===== config.mk =====
export PLATFORM = sky130hd
export DESIGN_NAME = sbox0_inv_search
export DESIGN_NICKNAME = d
export VERILOG_FILES = /design/src/rtl/sbox0_inv_search.sv
export SDC_FILE = /design/constraint.sdc
export NUM_CORES = 1
export LEC_CHECK = 0
export ABC_AREA = 1
export ABC_CLOCK_PERIOD_IN_PS = 8700
export BUFFER_PORTS_ARGS = -buffer_cell sky130_fd_sc_hd__buf_4
export CAP_MARGIN = 25
export CORE_MARGIN = 2
export CORE_UTILIZATION = 45
export DETAILED_ROUTE_END_ITERATION = 7
export HOLD_SLACK_MARGIN = 0.03
export PLACE_DENSITY = 0.65
export SYNTH_ARGS = -nofsm -noshare
export SYNTH_HDL_FRONTEND = slang
export SYNTH_SLANG_ARGS = --single-unit

===== constraint.sdc =====
create_clock -name clk -period 8.7 [get_ports clk]
set_clock_uncertainty 0.05 [all_clocks]
set_input_delay 1.305 -clock clk [delete_from_list [all_inputs] [get_ports clk]]
set_output_delay 1.305 -clock clk [all_outputs]
set_load 0.02 [all_outputs]

===== src/rtl/sbox0_inv_search.sv =====
// sbox0_inv_search: sequential inverse of the CLEFIA S-box S0.
// A request carries an S0 output byte y_in. The block sweeps candidate inputs
// through LANES copies of the combinational sbox0 until one maps onto y_in,
// then presents that input byte on x_out.
//
// Ports:
//   clk        rising-edge clock
//   rst        synchronous, active-high reset
//   in_valid   request valid
//   in_ready   block can accept a request (registered)
//   y_in       S0 output value to invert
//   out_valid  result valid (registered)
//   out_ready  consumer accepts result
//   x_out      recovered S0 input (registered)
//   not_found  sweep ended without a match; only a corrupted sbox0 can cause it

// sbox0: combinational CLEFIA S0 built from four 4-bit S-boxes and a
// GF(2^4) mixing step (polynomial z^4 + z + 1).
//   x  input byte
//   y  S0(x)
module sbox0 (
    input  logic [7:0] x,
    output logic [7:0] y
);
    localparam logic [3:0] SS0 [16] = '{4'he, 4'h6, 4'hc, 4'ha, 4'h8, 4'h7, 4'h2, 4'hf,
                                       4'hb, 4'h1, 4'h4, 4'h0, 4'h5, 4'h9, 4'hd, 4'h3};
    localparam logic [3:0] SS1 [16] = '{4'h6, 4'h4, 4'h0, 4'hd, 4'h2, 4'hb, 4'ha, 4'h3,
                                       4'h9, 4'hc, 4'he, 4'hf, 4'h8, 4'h7, 4'h5, 4'h1};
    localparam logic [3:0] SS2 [16] = '{4'hb, 4'h8, 4'h5, 4'he, 4'ha, 4'h6, 4'h4, 4'hc,
                                       4'hf, 4'h7, 4'h2, 4'h3, 4'h1, 4'h0, 4'hd, 4'h9};
    localparam logic [3:0] SS3 [16] = '{4'ha, 4'h2, 4'h6, 4'hd, 4'h3, 4'h4, 4'h5, 4'he,
                                       4'h0, 4'h7, 4'h8, 4'h9, 4'hb, 4'hf, 4'hc, 4'h1};

    // multiply by z in GF(2^4): shift, fold z^4 back as z + 1
    function automatic logic [3:0] mul2(input logic [3:0] a);
        return {a[2:0], 1'b0} ^ {2'b00, a[3], a[3]};
    endfunction

    logic [3:0] t0, t1, u0, u1;

    always_comb begin
        t0 = SS0[x[7:4]];
        t1 = SS1[x[3:0]];
        u0 = t0 ^ mul2(t1);
        u1 = mul2(t0) ^ t1;
        y  = {SS2[u0], SS3[u1]};
    end
endmodule

module sbox0_inv_search #(
    parameter int LANES = 1
) (
    input  logic       clk,
    input  logic       rst,
    input  logic       in_valid,
    output logic       in_ready,
    input  logic [7:0] y_in,
    output logic       out_valid,
    input  logic       out_ready,
    output logic [7:0] x_out,
    output logic       not_found
);
    // state  | meaning
    // IDLE   | waiting for a request, in_ready high once out of reset
    // SEARCH | sweeping base..base+LANES-1 against the latched y each cycle
    // DONE   | result held on x_out/not_found until out_ready

    if (LANES != 1 && LANES != 2 && LANES != 4 && LANES != 8) begin : g_lanes_check
        $error("sbox0_inv_search: LANES must be 1, 2, 4 or 8");
    end

    localparam logic [7:0] LAST_BASE = 8'(256 - LANES);
    localparam logic [7:0] STEP      = 8'(LANES);

    typedef enum logic [1:0] {IDLE, SEARCH, DONE} state_t;

    state_t     state;
    logic [7:0] base;
    logic [7:0] y_reg;
    logic [7:0] cand     [LANES];
    logic [7:0] sbox_out [LANES];
    logic       hit;
    logic [7:0] hit_x;

    for (genvar i = 0; i < LANES; i++) begin : g_lane
        // base is a multiple of LANES, so base + i never carries past 8 bits
        assign cand[i] = base + 8'(i);
        sbox0 u_sbox0 (
            .x (cand[i]),
            .y (sbox_out[i])
        );
    end

    // walk from the top lane down so the lowest matching lane wins
    always_comb begin
        hit   = 1'b0;
        hit_x = 8'h00;
        for (int i = LANES - 1; i >= 0; i--) begin
            if (sbox_out[i] == y_reg) begin
                hit   = 1'b1;
                hit_x = cand[i];
            end
        end
    end

    always_ff @(posedge clk) begin
        if (rst) begin
            state     <= IDLE;
            in_ready  <= 1'b0;
            out_valid <= 1'b0;
            x_out     <= 8'h00;
            not_found <= 1'b0;
            base      <= 8'h00;
            y_reg     <= 8'h00;
        end else begin
            case (state)
                IDLE: begin
                    in_ready <= 1'b1;
                    if (in_valid && in_ready) begin
                        y_reg    <= y_in;
                        base     <= 8'h00;
                        in_ready <= 1'b0;
                        state    <= SEARCH;
                    end
                end
                SEARCH: begin
                    if (hit) begin
                        x_out     <= hit_x;
                        not_found <= 1'b0;
                        out_valid <= 1'b1;
                        state     <= DONE;
                    end else if (base == LAST_BASE) begin
                        x_out     <= 8'h00;
                        not_found <= 1'b1;
                        out_valid <= 1'b1;
                        state     <= DONE;
                    end else begin
                        base <= base + STEP;
                    end
                end
                DONE: begin
                    // the handshake edge only returns to IDLE; accepting
                    // starts on the following edge at the earliest
                    if (out_ready) begin
                        out_valid <= 1'b0;
                        in_ready  <= 1'b1;
                        state     <= IDLE;
                    end
                end
                default: state <= IDLE;
            endcase
        end
    end
endmodule


==> After elaboration in Yosys (flattened, before gate mapping) <==
Memories as Yosys holds them, arrays and structs flattened.
Index checks and enable logic that the tools add are counted.
{ "word_totals": {"reg_bits": 29, "mem_bits_ro": 256, "input_bits": 12, "output_inout_bits": 11, "wordCells": 74, "memories": 4} }
{ "memory_table": {"columns": ["memory", "words", "width", "read_ports", "rd_clocked_by_memory_dff", "write_ports", "line_no", "rtl"], "rows": [
  ["(name not given)", 16, 4, 1, 0, 0, "42", "t0 = SS0[x[7:4]];"],
  ["(name not given)", 16, 4, 1, 0, 0, "46", "y = {SS2[u0], SS3[u1]};"],
  ["(name not given)", 16, 4, 1, 0, 0, "43", "t1 = SS1[x[3:0]];"],
  ["(name not given)", 16, 4, 1, 0, 0, "46", null]
]} }
{ "classes": {"add_sub_neg": 1, "order_cmp": 4, "n_eq_ne": 9, "muxes": 29, "n_bitwise": 8, "reduce_logical": 12} }
{ "ops": {"columns": ["operator", "count"], "rows": [
  ["8-bit 2-to-1 mux", 6],
  ["4-bit 2-to-1 mux", 8],
  ["5-bit greater-or-equal comparator (second input constant)", 4],
  ["4-bit inverter with 5-bit output", 4],
  ["8-bit one-hot mux with 2 select lines", 1],
  ["8-bit by 1-bit adder with 8-bit output (second input constant)", 1],
  ["8-bit == test", 1],
  ["8-bit == test (second input constant)", 1],
  ["2-bit 2-to-1 mux", 4],
  ["2-bit inequality test (second input constant)", 4],
  ["2-bit nonzero test", 4],
  ["4-bit by 2-bit XOR with 4-bit output", 2],
  ["4-bit XOR", 2],
  ["1-bit 2-to-1 mux", 7],
  ["2-bit one-hot mux with 3 select lines", 1],
  ["2-bit AND reduction", 3],
  ["3-bit AND reduction", 2],
  ["1-bit one-hot mux with 2 select lines", 2],
  ["4-bit AND reduction", 1],
  ["3-bit inequality test (second input constant)", 1],
  ["2-bit by 1-bit == test with 1-bit output (second input constant)", 1],
  ["2-bit == test (second input constant)", 1],
  ["2-bit zero test", 1],
  ["1-bit logical AND", 1]
]} }

==> Longest topological paths before layout <==
{ "depth": {"ltp_word": 14, "ltp_mapped": 29} }

==> Hierarchy <==
From an unflattened synthesis, not the netlist that was laid out.
{ "unflattened": {"hier_cells": 417, "hier_area_um2": 2583.7} }
{ "by_module_without_submodules": {"columns": ["mod", "instances", "cells_per_inst", "area_each_um2", "seq_area_each_um2"], "rows": [
  ["sbox0_inv_search", 1, 208, 1441.4, 580.6],
  ["sbox0", 1, 209, 1142.3, 0.0]
]} }

==> Worst setup path before layout <==
Ideal clock, no wire load.
{ "synth_path": {"path_type": "register to register", "from": "reg base[4]", "to": "reg base[0]", "setup_ns": 0.115, "arrival_time_ns": 2.877, "required_ns": 8.535, "slack_ns": 5.658, "path_stages_with_launch": 24, "n_path_buf": 1, "synth_period_minus_slack_ns": 3.042, "path_cell_list": "dfxtp_1 > inv_1 > ha_1 > inv_1 > nand2_1 > nand3_1 > nand2_2 > nand2_1 > nand3_1 > nand2_1 > inv_1 > ha_1 > or2_1 > nand3_1 > nand2_1 > nand3b_1 > nand2_1 > nor2_4 > nand2_4 > nand2_4 > buf_8 > nand3_1 > nand2_1 > nor2_1"} }
{ "synth_between": {"elab_chain_cells": 14, "word_cells_on_any_way": 21, "cone_classes": "eq/ne: 4; mux: 7; bitwise: 6; reduce/logical: 1; memory: 3"} }
{ "synth_rtl": {"columns": ["item", "line_no", "rtl"], "rows": [
  ["start: declaration", "78", "logic [7:0] base;"],
  ["start signal: assignment", "138", "base <= base + STEP;"],
  ["4-bit inverter with 5-bit output (not written as such)", "42", null],
  ["memory read 16 x 4 bit", null, null],
  ["4-bit 2-to-1 mux (not written as such) (2 in a row)", "42", null],
  ["4-bit by 2-bit XOR with 4-bit output", "36", "return {a[2:0], 1'b0} ^ {2'b00, a[3], a[3]};"],
  ["4-bit XOR", "45", "u1 = mul2(t0) ^ t1;"],
  ["4-bit inverter with 5-bit output (not written as such)", "46", null],
  ["memory read 16 x 4 bit", null, null],
  ["4-bit 2-to-1 mux (not written as such) (2 in a row)", "46", null],
  ["8-bit == test", "99", "if (sbox_out[i] == y_reg) begin"],
  ["1-bit 2-to-1 mux", "99", null],
  ["2-bit inequality test (no source line)", null, null],
  ["4-bit AND reduction (no source line) (*)", null, null]
]} }
Every way passes the cells marked *; elsewhere a longest branch is shown, timed or not. The select of a mux whose other input is x is not followed.
A chain may end at the register's enable or synchronous reset.

==> Worst setup path in the final report <==
{ "layout_path": {"from": "reg base[4]", "to": "reg state[1]"} }
{ "layout_between": {"elab_chain_cells": 14, "word_cells_on_any_way": 22, "cone_classes": "eq/ne: 3; mux: 9; bitwise: 6; reduce/logical: 1; memory: 3"} }
{ "layout_rtl": {"columns": ["item", "line_no", "rtl"], "rows": [
  ["4-bit inverter with 5-bit output (not written as such)", "42", null],
  ["memory read 16 x 4 bit", null, null],
  ["4-bit 2-to-1 mux (not written as such) (2 in a row)", "42", null],
  ["4-bit by 2-bit XOR with 4-bit output", "36", null],
  ["4-bit XOR", "45", null],
  ["4-bit inverter with 5-bit output (not written as such)", "46", null],
  ["memory read 16 x 4 bit", null, null],
  ["4-bit 2-to-1 mux (not written as such) (2 in a row)", "46", null],
  ["8-bit == test", "99", null],
  ["1-bit 2-to-1 mux", "99", null],
  ["3-bit inequality test (no source line) or 2-bit 2-to-1 mux (tied branches)", null, null],
  ["3-bit AND reduction (no source line) or 2-bit one-hot mux with 3 select lines (tied branches)", null, null],
  ["end signal: assignment", "108", "state <= IDLE;"],
  ["end signal: assignment", "123", "state <= SEARCH;"],
  ["end signal: assignment", "131", "state <= DONE;"],
  ["end: declaration", "77", "state_t state;"]
]} }
Several ways; a longest one is shown, not always the timed one. The select of a mux whose other input is x is not followed.

==> results.json <==
{
  "status": "complete, no violations",
  "yosys.area.top_type": "dfxtp_1",
  "synth_seq_area_share_pct": 22.2,
  "rsz0062_at_grt": "no",
  "grt_pass1_wl_um": 10500,
  "row_count": 27,
  "grt_max_degree": 31,
  "ctsResizeCount": 0,
  "worstPathArrival_ns": 3.76,
  "die_area_um2": 6450,
  "synth-seq-cells": 29,
  "synth_flop_cell": "dfxtp_1",
  "synth-edff-count": 0,
  "hold_viol": 0,
  "reg2reg_depth": 23,
  "num_vias": 2591,
  "grt_usage_pct": 20.5,
  "placed_cell_area_um2": 2770,
  "power_frac_comb_pct": 56.1,
  "switching_share_pct": 49.0,
  "irDropWorstVdd_v": 0.000109,
  "ctsHoldBuffers": 0,
  "power.density_nw_per_um2": 215,
  "final_common_cell": "nand2_1",
  "yosysWarnings": 0,
  "crit_type": "reg2reg",
  "layout_common_cells": "nand2_1 (133), nand3_1 (59), inv_1 (47), nor2_1 (37)",
  "routed_wirelength_um": 6070,
  "synthCells": 431,
  "power_switching_uw": 300,
  "synthesis.nets": 459,
  "setup_ws_ns": 5.13,
  "worstPathMaxFanout": 11,
  "die_x_um": 80.3,
  "async_flop_share_pct": 0,
  "setup_viol": 0,
  "pwr-share-seq_pct": 25.7,
  "gp_routability_congestion": 0.876,
  "fin_crit_ns": 3.57,
  "fin_setup_tns_ns": 0,
  "rr_endpoint": "state[1]",
  "yosysUniqueCellTypes": 31,
  "num_antenna_cells": 0,
  "slew_headroom_pct": 31.9,
  "coreArea_um2": 5570,
  "grt_antenna_before_repair": 0,
  "cts_tree": "yes",
  "post_cts_buffers": 0,
  "design_area_um2": 2860,
  "first_pass_iters": 4,
  "io_pins": 23,
  "post-route-period-util_pct": 41.1,
  "cts.path.max_buffers": 2,
  "grt_pass1_vias": 2340,
  "fmax_mhz": 280,
  "drive_gt1_share_pct": 14.3,
  "routed_via_density": 4.99,
  "first_iter_violations": 125,
  "pre_cts_slack_ns": 5.15,
  "routedWlPerCell_um": 11.7,
  "tritoncts_num_sinks": 29,
  "p_clk_share_pct": 18.2,
  "dpl.hpwl_um": 4710,
  "hp-start": "y_reg[0]",
  "seqCellArea_um2": 581,
  "whs_path_depth": 2,
  "multiInputGateArea_um2": 1730,
  "hp-class": "reg2reg",
  "holdPathEnd": "y_reg[0]",
  "cts_buffers": 5,
  "antenna_left": 0,
  "clkTransAtPathRegs_ns": 0.07,
  "start_util_pct": 47.0,
  "htreeDepth": 2,
  "whs_ns": 0.430,
  "cp-end-kind": "flip-flop",
  "die_h_um": 80.3,
  "power.internal_uw": 313,
  "overflow": 0,
  "n_fill_cell": 582,
  "ys_top_cells_by_area": "dfxtp_1 (22%), nand2_1 (19%), nand3_1 (11%)",
  "final_nets": 474,
  "tightestPinTransition_ns": 1.02,
  "drv_cap": 0,
  "cp-start-kind": "flip-flop",
  "drv_slew": 0,
  "cp.required_ns": 8.88,
  "root_buffer": "clkbuf_8",
  "area_growth_pct": 9.03,
  "portBuffers": 22,
  "drc_errors": 0,
  "rrSetupSlack_ns": 5.13,
  "syn_avg_cell_area_um2": 6.08,
  "rr_startpoint": "base[4]",
  "leakage_nw": 1.47,
  "critPathLaunch": "base[4]",
  "synth_area_um2": 2620,
  "insertion_delay_ns": 0.29,
  "yosysTopAreaCellShare_pct": 22.2
}
==> kinds of logic after synthesis <==
kind of cell             Yosys count  share of synthesized area (%)
XOR/XNOR                           2                           1.24
AND/OR/NAND/NOR                  269                           46.9
flip-flops                        29                           22.2
adder cells (fa/ha/maj)           16                           7.64
AO/OA/AOI/OAI                     49                           10.1
buffers and inverters             66                           11.9
==> power by group through the flow <==
stage          registers [mW]  clock network, mW  logic [mW]
2_1_floorplan           0.151                  0       0.292
3_3_place_gp            0.161                  0       0.338
3_5_place_dp            0.161                  0       0.340
4_1_cts                 0.158              0.113       0.342
5_1_grt                 0.160              0.120       0.400
6_report                0.158              0.112       0.344
==> per-stage QoR <==
| step | power, mW | utilization, % | instances |
|---|---|---|---|
| 2_1_floorplan | 0.444 | - | 431 |
| 3_3_place_gp | 0.498 | 49.7 | 511 |
| 3_5_place_dp | 0.501 | 49.7 | 511 |
| 4_1_cts | 0.613 | 51.2 | 519 |
| 5_1_grt | 0.679 | 51.2 | 519 |
| 6_report | 0.613 | 51.2 | 519 |
==> cell type report <==
| class | instances | area share [%] |
|---|---|---|
| Tap cell | 72 | 3.16 |
| Clock inverter | 3 | 0.613 |
| Inverter | 51 | 6.97 |
| Timing Repair Buffer | 23 | 6.05 |
| Sequential cell | 29 | 20.3 |
| Clock buffer | 5 | 2.41 |
| Multi-Input combinational cell | 336 | 60.5 |
==> synth_stat cells, types with 2 or more instances <==
| cell type | instances |
|---|---|
| nand2_1 | 133 |
| nand3_1 | 59 |
| inv_1 | 47 |
| nor2_1 | 37 |
| a21oi_1 | 29 |
| dfxtp_1 | 29 |
| ha_1 | 16 |
| o21ai_0 | 14 |
| nand2_2 | 12 |
| nand4_1 | 8 |
| buf_6 | 5 |
| clkbuf_1 | 5 |
| nand2_4 | 5 |
| nand3b_1 | 4 |
| nor2_2 | 4 |
| buf_2 | 3 |
| a211oi_1 | 2 |
| inv_2 | 2 |
| nand3_2 | 2 |
| nor2_4 | 2 |
| nor3_1 | 2 |
| o21ai_1 | 2 |
==> worst max-delay path by stage <==
| stage | end | depth (start not counted) |
|---|---|---|
| floorplan | base[0] | 23 |
| global placement | state[1] | 22 |
| detailed placement | state[1] | 23 |
| CTS | state[1] | 23 |
| global route | state[1] | 23 |
| finish | state[1] | 23 |
==> metal layers <==
layer / global-route usage (%) / vias up / part of all wire [%]
met4: 6.61 / 0 / 1.5
li1: - / 1403 / -
met1: 27.8 / 1134 / 50
met3: 3.37 / 7 / 4.1
met5: 0 / - / 0
met2: 32.9 / 47 / 44
==> worst max-delay path, cell delays in order, from the launching register on <==
cell     delay, ns
dfxtp_1       0.49
inv_1         0.19
ha_1          0.32
inv_1         0.07
nand2_1       0.08
nand3_1       0.18
nand2_2       0.11
nand2_1       0.07
nand3_1       0.11
nand2_1       0.14
inv_1         0.08
ha_1          0.30
nand3_1       0.08
nand3_1       0.11
nand2_1       0.06
nand2_1       0.06
nand2_1       0.05
nor2_1        0.09
nand2_1       0.09
nor2_4        0.24
nand3_2       0.27
nand2_1       0.11
o21ai_0       0.09
inv_1         0.08
(Power assumes the default switching activity.)
